File: src/rtl/debug_port_pkg.sv
// Shared types and constants for the debug-port arbiter: FSM state encoding
// and the frame geometry (word width, byte count, ID/sequence field widths).
package debug_port_pkg;

    typedef enum logic [2:0] {
        ST_IDLE,
        ST_SYNC,
        ST_ID,
        ST_DATA,
        ST_GAP
    } state_t;

    localparam int         DATA_BYTES    = 6;
    localparam int         WORD_W        = 48;
    localparam logic [7:0] SYNC_BYTE_DEF = 8'hA5;
    localparam int         ID_SRC_W      = 4;
    localparam int         SEQ_W         = 4;

endpackage

File: src/rtl/rr_arbiter.sv
// Round-robin request picker: combinational search upward from the last winner,
// with the winner pointer updated only when the caller accepts the grant.
module rr_arbiter
    import debug_port_pkg::*;
#(
    parameter int NUM_SRC = 4
)
(
    input  logic                i_clk,
    input  logic                i_rst,
    input  logic [NUM_SRC-1:0]  i_req,
    input  logic                i_update,
    output logic [ID_SRC_W-1:0] o_grant,
    output logic                o_grant_valid
);

    localparam logic [2*NUM_SRC-1:0] ROT_LSB = {{(2*NUM_SRC-1){1'b0}}, 1'b1};

    logic [ID_SRC_W-1:0]  r_last_grant;
    logic [2*NUM_SRC-1:0] w_rot;
    int                   w_start;
    int                   w_idx;

    // Rotate requests so bit 0 is the source just after the last winner; the
    // descending loop leaves the lowest rotated position as the final winner.
    always_comb begin
        w_start = int'(r_last_grant) + 1;
        if (w_start >= NUM_SRC) begin
            w_start = 0;
        end
        w_rot         = {i_req, i_req} >> w_start;
        w_idx         = 0;
        o_grant       = '0;
        o_grant_valid = 1'b0;
        for (int i = NUM_SRC - 1; i >= 0; i--) begin
            if ((w_rot & (ROT_LSB << i)) != '0) begin
                w_idx = w_start + i;
                if (w_idx >= NUM_SRC) begin
                    w_idx = w_idx - NUM_SRC;
                end
                o_grant       = ID_SRC_W'(w_idx);
                o_grant_valid = 1'b1;
            end
        end
    end

    always_ff @(posedge i_clk) begin
        if (i_rst) begin
            r_last_grant <= ID_SRC_W'(NUM_SRC - 1);
        end else if (i_update) begin
            r_last_grant <= o_grant;
        end
    end

endmodule

File: src/rtl/debug_port_arbiter.sv
// Shares the 8-bit debug port between NUM_SRC 48-bit sources: grants one
// round-robin, then sends SYNC, ID and six data bytes (LSB first) with a strobe.
module debug_port_arbiter
    import debug_port_pkg::*;
#(
    parameter int         NUM_SRC    = 4,
    parameter int         GAP_CYCLES = 2,
    parameter logic [7:0] SYNC_BYTE  = SYNC_BYTE_DEF
)
(
    input  logic                      CLK_1MHZ,
    input  logic                      RESET,
    input  logic                      ENABLE,
    input  logic [NUM_SRC-1:0]        SRC_REQ,
    input  logic [NUM_SRC*WORD_W-1:0] SRC_DATA,
    output logic [NUM_SRC-1:0]        SRC_ACK,
    output logic [7:0]                D_OUT,
    output logic                      D_STROBE,
    output logic                      FRAME_ACTIVE
);

    localparam logic [NUM_SRC-1:0] ACK_LSB  = NUM_SRC'(1);
    localparam logic [7:0]         GAP_LAST = 8'(GAP_CYCLES - 1);
    localparam logic [2:0]         BYTE_LAST = 3'(DATA_BYTES - 1);

    state_t                r_state;
    state_t                w_state_nxt;
    logic [7:0]            r_d_out;
    logic                  r_strobe;
    logic                  r_active;
    logic [NUM_SRC-1:0]    r_ack;
    logic [SEQ_W-1:0]      r_seq;
    logic [ID_SRC_W-1:0]   r_id;
    logic [WORD_W-1:0]     r_shift;
    logic [2:0]            r_byte_cnt;
    logic [7:0]            r_gap_cnt;

    logic [7:0]            w_d_nxt;
    logic                  w_strobe_nxt;
    logic                  w_active_nxt;
    logic [NUM_SRC-1:0]    w_ack_nxt;
    logic [2:0]            w_byte_cnt_nxt;
    logic [7:0]            w_gap_cnt_nxt;
    logic                  w_take;
    logic [ID_SRC_W-1:0]   w_grant;
    logic                  w_grant_valid;
    logic [WORD_W-1:0]     w_word;

    rr_arbiter #(
        .NUM_SRC (NUM_SRC)
    ) u_rr (
        .i_clk         (CLK_1MHZ),
        .i_rst         (RESET),
        .i_req         (SRC_REQ),
        .i_update      (w_take),
        .o_grant       (w_grant),
        .o_grant_valid (w_grant_valid)
    );

    assign w_word = WORD_W'(SRC_DATA >> (WORD_W * int'(w_grant)));

    // Outputs are computed for the state being entered and registered with it.
    always_comb begin
        w_state_nxt    = r_state;
        w_d_nxt        = 8'h00;
        w_strobe_nxt   = 1'b0;
        w_active_nxt   = 1'b0;
        w_ack_nxt      = '0;
        w_byte_cnt_nxt = r_byte_cnt;
        w_gap_cnt_nxt  = r_gap_cnt;
        w_take         = 1'b0;
        case (r_state)
            ST_IDLE: begin
                if (ENABLE && w_grant_valid) begin
                    w_take       = 1'b1;
                    w_state_nxt  = ST_SYNC;
                    w_d_nxt      = SYNC_BYTE;
                    w_strobe_nxt = 1'b1;
                    w_active_nxt = 1'b1;
                    w_ack_nxt    = ACK_LSB << w_grant;
                end
            end
            ST_SYNC: begin
                w_state_nxt  = ST_ID;
                w_d_nxt      = {r_seq, r_id};
                w_strobe_nxt = 1'b1;
                w_active_nxt = 1'b1;
            end
            ST_ID: begin
                w_state_nxt    = ST_DATA;
                w_d_nxt        = r_shift[7:0];
                w_strobe_nxt   = 1'b1;
                w_active_nxt   = 1'b1;
                w_byte_cnt_nxt = 3'd0;
            end
            ST_DATA: begin
                if (r_byte_cnt == BYTE_LAST) begin
                    if (GAP_CYCLES == 0) begin
                        w_state_nxt = ST_IDLE;
                    end else begin
                        w_state_nxt   = ST_GAP;
                        w_active_nxt  = 1'b1;
                        w_gap_cnt_nxt = 8'd0;
                    end
                end else begin
                    w_d_nxt        = r_shift[7:0];
                    w_strobe_nxt   = 1'b1;
                    w_active_nxt   = 1'b1;
                    w_byte_cnt_nxt = r_byte_cnt + 3'd1;
                end
            end
            ST_GAP: begin
                if (r_gap_cnt == GAP_LAST) begin
                    w_state_nxt = ST_IDLE;
                end else begin
                    w_active_nxt  = 1'b1;
                    w_gap_cnt_nxt = r_gap_cnt + 8'd1;
                end
            end
            default: begin
                w_state_nxt = ST_IDLE;
            end
        endcase
    end

    always_ff @(posedge CLK_1MHZ) begin
        if (RESET) begin
            r_state    <= ST_IDLE;
            r_d_out    <= 8'h00;
            r_strobe   <= 1'b0;
            r_active   <= 1'b0;
            r_ack      <= '0;
            r_seq      <= '0;
            r_byte_cnt <= 3'd0;
            r_gap_cnt  <= 8'd0;
        end else begin
            r_state    <= w_state_nxt;
            r_d_out    <= w_d_nxt;
            r_strobe   <= w_strobe_nxt;
            r_active   <= w_active_nxt;
            r_ack      <= w_ack_nxt;
            r_byte_cnt <= w_byte_cnt_nxt;
            r_gap_cnt  <= w_gap_cnt_nxt;
            if (r_state == ST_ID) begin
                r_seq <= r_seq + 1'b1;
            end
        end
    end

    // Frame payload: latched once at grant, then drained one byte per cycle.
    always_ff @(posedge CLK_1MHZ) begin
        if (w_take) begin
            r_shift <= w_word;
            r_id    <= w_grant;
        end else if (r_state == ST_ID || r_state == ST_DATA) begin
            r_shift <= r_shift >> 8;
        end
    end

    assign D_OUT        = r_d_out;
    assign D_STROBE     = r_strobe;
    assign FRAME_ACTIVE = r_active;
    assign SRC_ACK      = r_ack;

endmodule

File: config.mk
export PLATFORM = sky130hd
export DESIGN_NAME = debug_port_arbiter
export DESIGN_NICKNAME = d
export VERILOG_FILES = /design/src/rtl/debug_port_pkg.sv /design/src/rtl/rr_arbiter.sv /design/src/rtl/debug_port_arbiter.sv
export SDC_FILE = /design/constraint.sdc
export NUM_CORES = 1
export LEC_CHECK = 0
export ABC_AREA = 1
export CAP_MARGIN = 20
export CORE_MARGIN = 3
export CORE_UTILIZATION = 45
export CTS_BUF_LIST = sky130_fd_sc_hd__clkbuf_2
export DETAILED_ROUTE_END_ITERATION = 10
export DONT_BUFFER_PORTS = 1
export GPL_ROUTABILITY_DRIVEN = 0
export GPL_TIMING_DRIVEN = 1
export SLEW_MARGIN = 10
export SYNTH_ARGS = -nofsm -noshare
export SYNTH_HDL_FRONTEND = slang
export SYNTH_SLANG_ARGS = --single-unit
File: constraint.sdc
create_clock -name CLK_1MHZ -period 4.2 [get_ports CLK_1MHZ]
set_input_delay 0.84 -clock CLK_1MHZ [delete_from_list [all_inputs] [get_ports CLK_1MHZ]]
set_output_delay 0.84 -clock CLK_1MHZ [all_outputs]
set_load 0.005 [all_outputs]
* Yosys cells after proc, flatten, opt, wreduce, memory -nomap -nowiden
Index checks and enable logic that the tools add are counted.
Word-level totals: bits in registers 88, bits of input ports 199, output and inout bits 14, word-level logic and storage cells 89
Cells by class: add/subtract/negate cells 11, $mul 1, $lt $le $gt $ge 5, equality and inequality tests 11, shifts and indexed selects 3, mux-type cells 33, bitwise gates (word level) 2, reduce and logical (&&, ||, !) cells 12
Operators with widths (count):
- >> shifter 192 x 10 -> 48 bit | 1
- greater-or-equal comparator 32 x 4 -> 1 bit, second input constant | 4
- 2-to-1 mux 48 bit | 2
- adder 32 x 2 -> 32 bit, second input constant | 1
- adder 32 x 3 -> 32 bit, second input constant | 1
- 2-to-1 mux 4 bit | 8
- 2-to-1 mux 8 bit | 4
- case mux 8 bit (4 select lines) | 1
- case mux 8 bit (2 select lines) | 1
- subtractor 4 bit, second input constant | 4
- case mux 3 bit (5 select lines) | 1
- 2-to-1 mux 3 bit | 4
- inequality test 2 bit, second input constant | 5
- adder 8 x 1 -> 8 bit, second input constant | 1
- == test 8 x 1 -> 1 bit, second input constant | 1
- 2-to-1 mux 1 bit | 8
- >> shifter 8 x 5 -> 4 bit | 1
- adder 5 x 2 -> 6 bit, second input constant | 1
- == test 3 x 2 -> 1 bit, second input constant | 2
- == test 3 bit, second input constant | 2
- greater-or-equal comparator 6 x 3 -> 1 bit, second input constant | 1
- multiplier 2 x 4 -> 6 bit, first input constant | 1
- case mux 1 bit (3 select lines) | 2
- case mux 3 bit (2 select lines) | 1
- 15 further kinds | 20

* Logic depth before layout (Yosys ltp)
word-level depth 13, mapped depth 23, depth with buffers taken out 21

* Hierarchy
A second synthesis with hierarchy kept.
Unflattened totals: cells, all modules 771, area, all modules 5714.2 um^2
By module, submodules not included:
- debug_port_arbiter | times used 1, cells an instance 632, area each 4867.2 um^2, sequential area each 2202.1 um^2
- rr_arbiter | times used 1, cells an instance 139, area each 847.1 um^2, sequential area each 80.1 um^2

* Worst setup path after synthesis
OpenSTA, ideal clock, no wires.
kind reg2reg, from reg r_state[1], to reg r_shift[0] (enable), library setup time 0.520 ns, arrival time 3.821 ns, data required time 3.680 ns, setup slack -0.141 ns, stages on the path, launching flop included 3, buffers on the path 0, period minus slack after synthesis 4.341 ns, path through dfxtp_1 > inv_1 > o21ai_0
Between the ends: cells in the longest elaborated chain, start to end 3, elaborated cells between the ends (all ways) 6, classes of those cells eq/ne: 2; mux: 1; reduce/logical: 3
Ends and longest elaborated chain:
- start, declared | line debug_port_arbiter.sv:26 | state_t r_state;
- start signal, assigned | line debug_port_arbiter.sv:137 | r_state <= w_state_nxt;
- == test 3 x 2 -> 1 bit / logical NOT 3 bit (equally long branches) | line debug_port_arbiter.sv:155, debug_port_arbiter.sv:72
- logical OR 1 bit / 2-to-1 mux 1 bit (equally long branches) | line debug_port_arbiter.sv:155, debug_port_arbiter.sv:72
- nonzero test 2 bit (no source line) (*)
- end signal, assigned | line debug_port_arbiter.sv:153 | r_shift <= w_word;
- end signal, assigned | line debug_port_arbiter.sv:156 | r_shift <= r_shift >> 8;
- end, declared | line debug_port_arbiter.sv:34 | logic [WORD_W-1:0] r_shift;
Every way passes the cells marked *; elsewhere a longest branch is shown, timed or not. A chain may end at the register's enable or synchronous reset.

* Worst setup path in the final report
from reg u_rr.r_last_grant[0], to reg r_shift[8] (data pin)
Between the ends: cells in the longest elaborated chain, start to end 13, elaborated cells between the ends (all ways) 33, classes of those cells add/sub: 8; mul: 1; order compare: 5; shift: 2; mux: 16; reduce/logical: 1
Ends and longest elaborated chain:
- start, declared | line rr_arbiter.sv:19 | logic [ID_SRC_W-1:0] r_last_grant;
- start signal, assigned | line rr_arbiter.sv:49 | r_last_grant <= ID_SRC_W'(NUM_SRC - 1);
- start signal, assigned | line rr_arbiter.sv:51 | r_last_grant <= o_grant;
- adder 4 x 1 -> 5 bit (*) | line rr_arbiter.sv:27 | w_start = int'(r_last_grant) + 1;
- greater-or-equal comparator 32 x 4 -> 1 bit | line rr_arbiter.sv:28 | if (w_start >= NUM_SRC) begin
- 2-to-1 mux 5 bit (*) | line rr_arbiter.sv:28
- parallel branches: the longest is 9 deep, another holds adder 32 x 3 -> 32 bit
- 2-to-1 mux 48 bit (*) | line debug_port_arbiter.sv:152 | if (w_take) begin
Mark *: on every way between the ends.

==> impl_metrics.py <==
metrics = {
    "run_status": {
        "status": "finished clean",
    },
    "critical_path": {
        "worst-r2r-setup-slack_ps": 500,
        "max_stage_delay_ps": 440,
        "worstPathCellList": "ha_1 -> nand2_2 -> nand3_2 -> inv_1 -> ha_1 -> xnor2_1 -> inv_1 -> ha_1 -> nand3_1 -> inv_1 -> nand3_1 -> o21ai_0 -> nand2_1 -> nand2_1 -> nor2_1 -> nand2_1 -> nand2_4 -> buf_12 -> nand3_1 -> nand3_1 -> nand3_1 -> nand2_1",
        "crit_path_end": "r_shift[8]",
        "worst_ep_arrival_time_ps": 4090,
        "crit_buf_inv": 4,
        "critPathSlowestCell": "dfxtp_1",
        "critPathKind": "flop to flop",
        "path_depth": 22,
        "worstSetupEndpointType": "flop",
        "crit_path_frequent_cell": "nand3_1",
        "cp_data_required_time_ps": 4600,
        "rr_worst_depth": 22,
        "r2r-end": "r_shift[8]",
        "path_delay_family": "simple AND/OR/NAND/NOR gates",
        "startpoint": "u_rr.r_last_grant[0]",
        "path_max_fanout": 94,
        "rr_startpoint": "u_rr.r_last_grant[0]",
        "cp-start-kind": "flop",
    },
    "route": {
        "dr_wl_met3_um": 1360,
        "via_per_inst": 5.73,
        "maxUsedRoutingLayer": "met4",
        "finalWirelength_um": 16300,
        "ant_nets": 0,
        "wl_met1_um": 6740,
        "drc": 0,
        "vias": 5762,
        "drt-pass1-iter-count": 5,
        "dr_wl_met2_um": 8060,
        "drt_iter0_drc": 338,
        "routedWlPerCell_um": 16.2,
    },
    "grt": {
        "grt_use_total_pct": 20.7,
        "grt_start_max_net_pins": 102,
        "grt_pass1_wl_um": 25100,
        "antenna_found_initial": 0,
        "grt_pass1_vias": 5350,
        "grt_overflow": 0,
    },
    "sta": {
        "timing.fmax_mhz": 270,
        "setup_viol": 0,
        "fin_tns_setup_ps": 0,
        "fin_crit_sh_pct": 88.0,
        "skew_ps": 38.9,
        "slew_headroom_pct": 36.0,
        "tightest_slew_ps": 960,
        "timing.final.max_slew_violations": 0,
        "period_needed_ps": 3700,
        "hold_violations": 0,
        "rsz0062_at_grt": "no",
        "whs_ps": 323,
    },
    "clock_tree": {
        "cts_hold_buf": 0,
        "clk_latency_ps": 540,
        "cts_buffers": 9,
        "cts_sinks": 88,
        "htreeDepth": 3,
        "cts_buffer_depth": 2,
        "root_buffer": "clkbuf_2",
        "clk_pin_slew_worst_paths_ps": 280,
        "cts_resized": 0,
        "post_cts_buffers": 0,
        "cts_tree": "done",
    },
    "final_layout": {
        "fillers": 1352,
        "finalInstanceArea_um2": 6310,
        "layout_common_cells": "nand3_1, nand2_1, edfxtp_1, nor2_1, inv_1",
        "area_delta_synth_final_pct": 2.42,
        "final_common_cell": "nand3_1",
        "drive_above_1_share_pct": 5.55,
        "n_antenna_cell": 0,
        "nets": 1042,
    },
    "floorplan": {
        "die_h_um": 123,
        "fp.dieW_um": 123,
        "fp.dieArea_um2": 15100,
        "fp.coreArea_um2": 13300,
        "rows": 42,
        "initial_core_util_pct": 46.3,
        "io_pins": 213,
    },
    "synthesis": {
        "syn_avg_cell_area_um2": 7.11,
        "synth.distinct_cells": 40,
        "yosysSeqAreaShare_pct": 37.0,
        "ys_ff_latch": 88,
        "yosysWarnings": 0,
        "netlist_area_um2": 6160,
        "yosys.area.top_type": "nand3_1",
        "ys_top_cells_by_area": "nand3_1, edfxtp_1, dfxtp_1",
        "synth_top_area_share_pct": 27.6,
        "syn_inst": 867,
        "synth_fp_nets": 1085,
    },
    "run": {
        "cap_violations": 0,
    },
    "placed_design": {
        "post_dp_cell_area_um2": 6160,
        "hpwl_um": 11700,
        "portBuffers": 0,
    },
    "hold_path": {
        "worstHoldPathCells": 1,
        "min_path_type": "primary input to flop",
    },
}
## flip-flops by register name, summed over array words and instances (netlist names)
register and cells:
r_shift 48, D_OUT 8, r_gap_cnt 8, SRC_ACK 4, r_id 4, r_seq 4, u_rr.r_last_grant 4, r_byte_cnt 3
r_state 3, D_STROBE 1, FRAME_ACTIVE 1
## worst min path at each step
stage / slack, ps / end / from
finish: 320 / r_gap_cnt[3] / RESET
global route: 230 / r_state[2] / RESET
CTS: 250 / r_gap_cnt[3] / RESET
detailed placement: 450 / r_seq[3] / r_seq[3]
global placement: 440 / r_seq[3] / r_seq[3]
floorplan: 420 / r_seq[3] / r_seq[3]
## final cells by class
class	count	area, um2	share of cell area [%]
multi-input combinational	660	3330	52.8
sequential	88	2280	36.2
tap	176	220	3.49
inverter	56	210	3.33
timing repair buffer	9	118	1.86
clock inverter	7	100	1.59
clock buffer	9	45.0	0.714
## cell families after synthesis
family / synth area share, %
and+or+nand+nor: 44.7
buffers and inverters: 9.30
AOI/OAI and AO/OA: 3.98
other: 0.0609
xor gates and xnor gates: 0.853
adders and majority gates: 3.86
DFF: 37.0
muxes: 0.162
## worst register-to-register path: cells and delay by family (launching register included)
family | cells | cell delay (ps)
compound gates | 1 | 90
xor+xnor | 1 | 280
fa+ha+maj | 3 | 680
buf+inv | 4 | 610
flops | 1 | 440
simple gates | 13 | 1430
## Yosys cell counts
cell	count
xor2_1	4
nor3_1	5
a211oi_1	1
nand4_1	8
nand3_1	340
clkinv_1	1
a22o_1	2
inv_1	50
buf_6	7
xnor2_1	2
nand3_4	1
or2_2	1
nand2_4	1
nand3b_1	1
conb_1	1
nor2b_1	1
nor4_1	4
and3_1	1
nor2_4	1
a21oi_2	1
nor2_2	2
nand2_2	3
o21ai_0	17
a21oi_1	13
o21bai_1	2
dfxtp_1	36
nand2_1	167
buf_2	35
mux2i_1	1
nor2_1	50
edfxtp_1	52
buf_4	8
nor4_2	1
a22oi_1	1
clkbuf_1	13
ha_1	19
inv_2	5
a21boi_0	1
nand3_2	3
a31oi_1	5
## stage by stage
stage / instances / worst slack [ps] / utilization (%)
2_1_floorplan: 867 / 446 / -
3_3_place_gp: 989 / 851 / 46.4
3_5_place_dp: 989 / 684 / 46.4
4_1_cts: 1005 / 564 / 47.5
5_1_grt: 1005 / 139 / 47.5
6_report: 1005 / 503 / 47.5
## per-layer routing
metal	vias up	global-route usage [%]
li1	2901	-
met1	2607	25.6
met2	244	37.2
met3	10	4.07
met4	0	4.50
met5	-	0
Power is not shown: default switching activity piles up to over one toggle a cycle in this logic, so the estimate is an artifact.
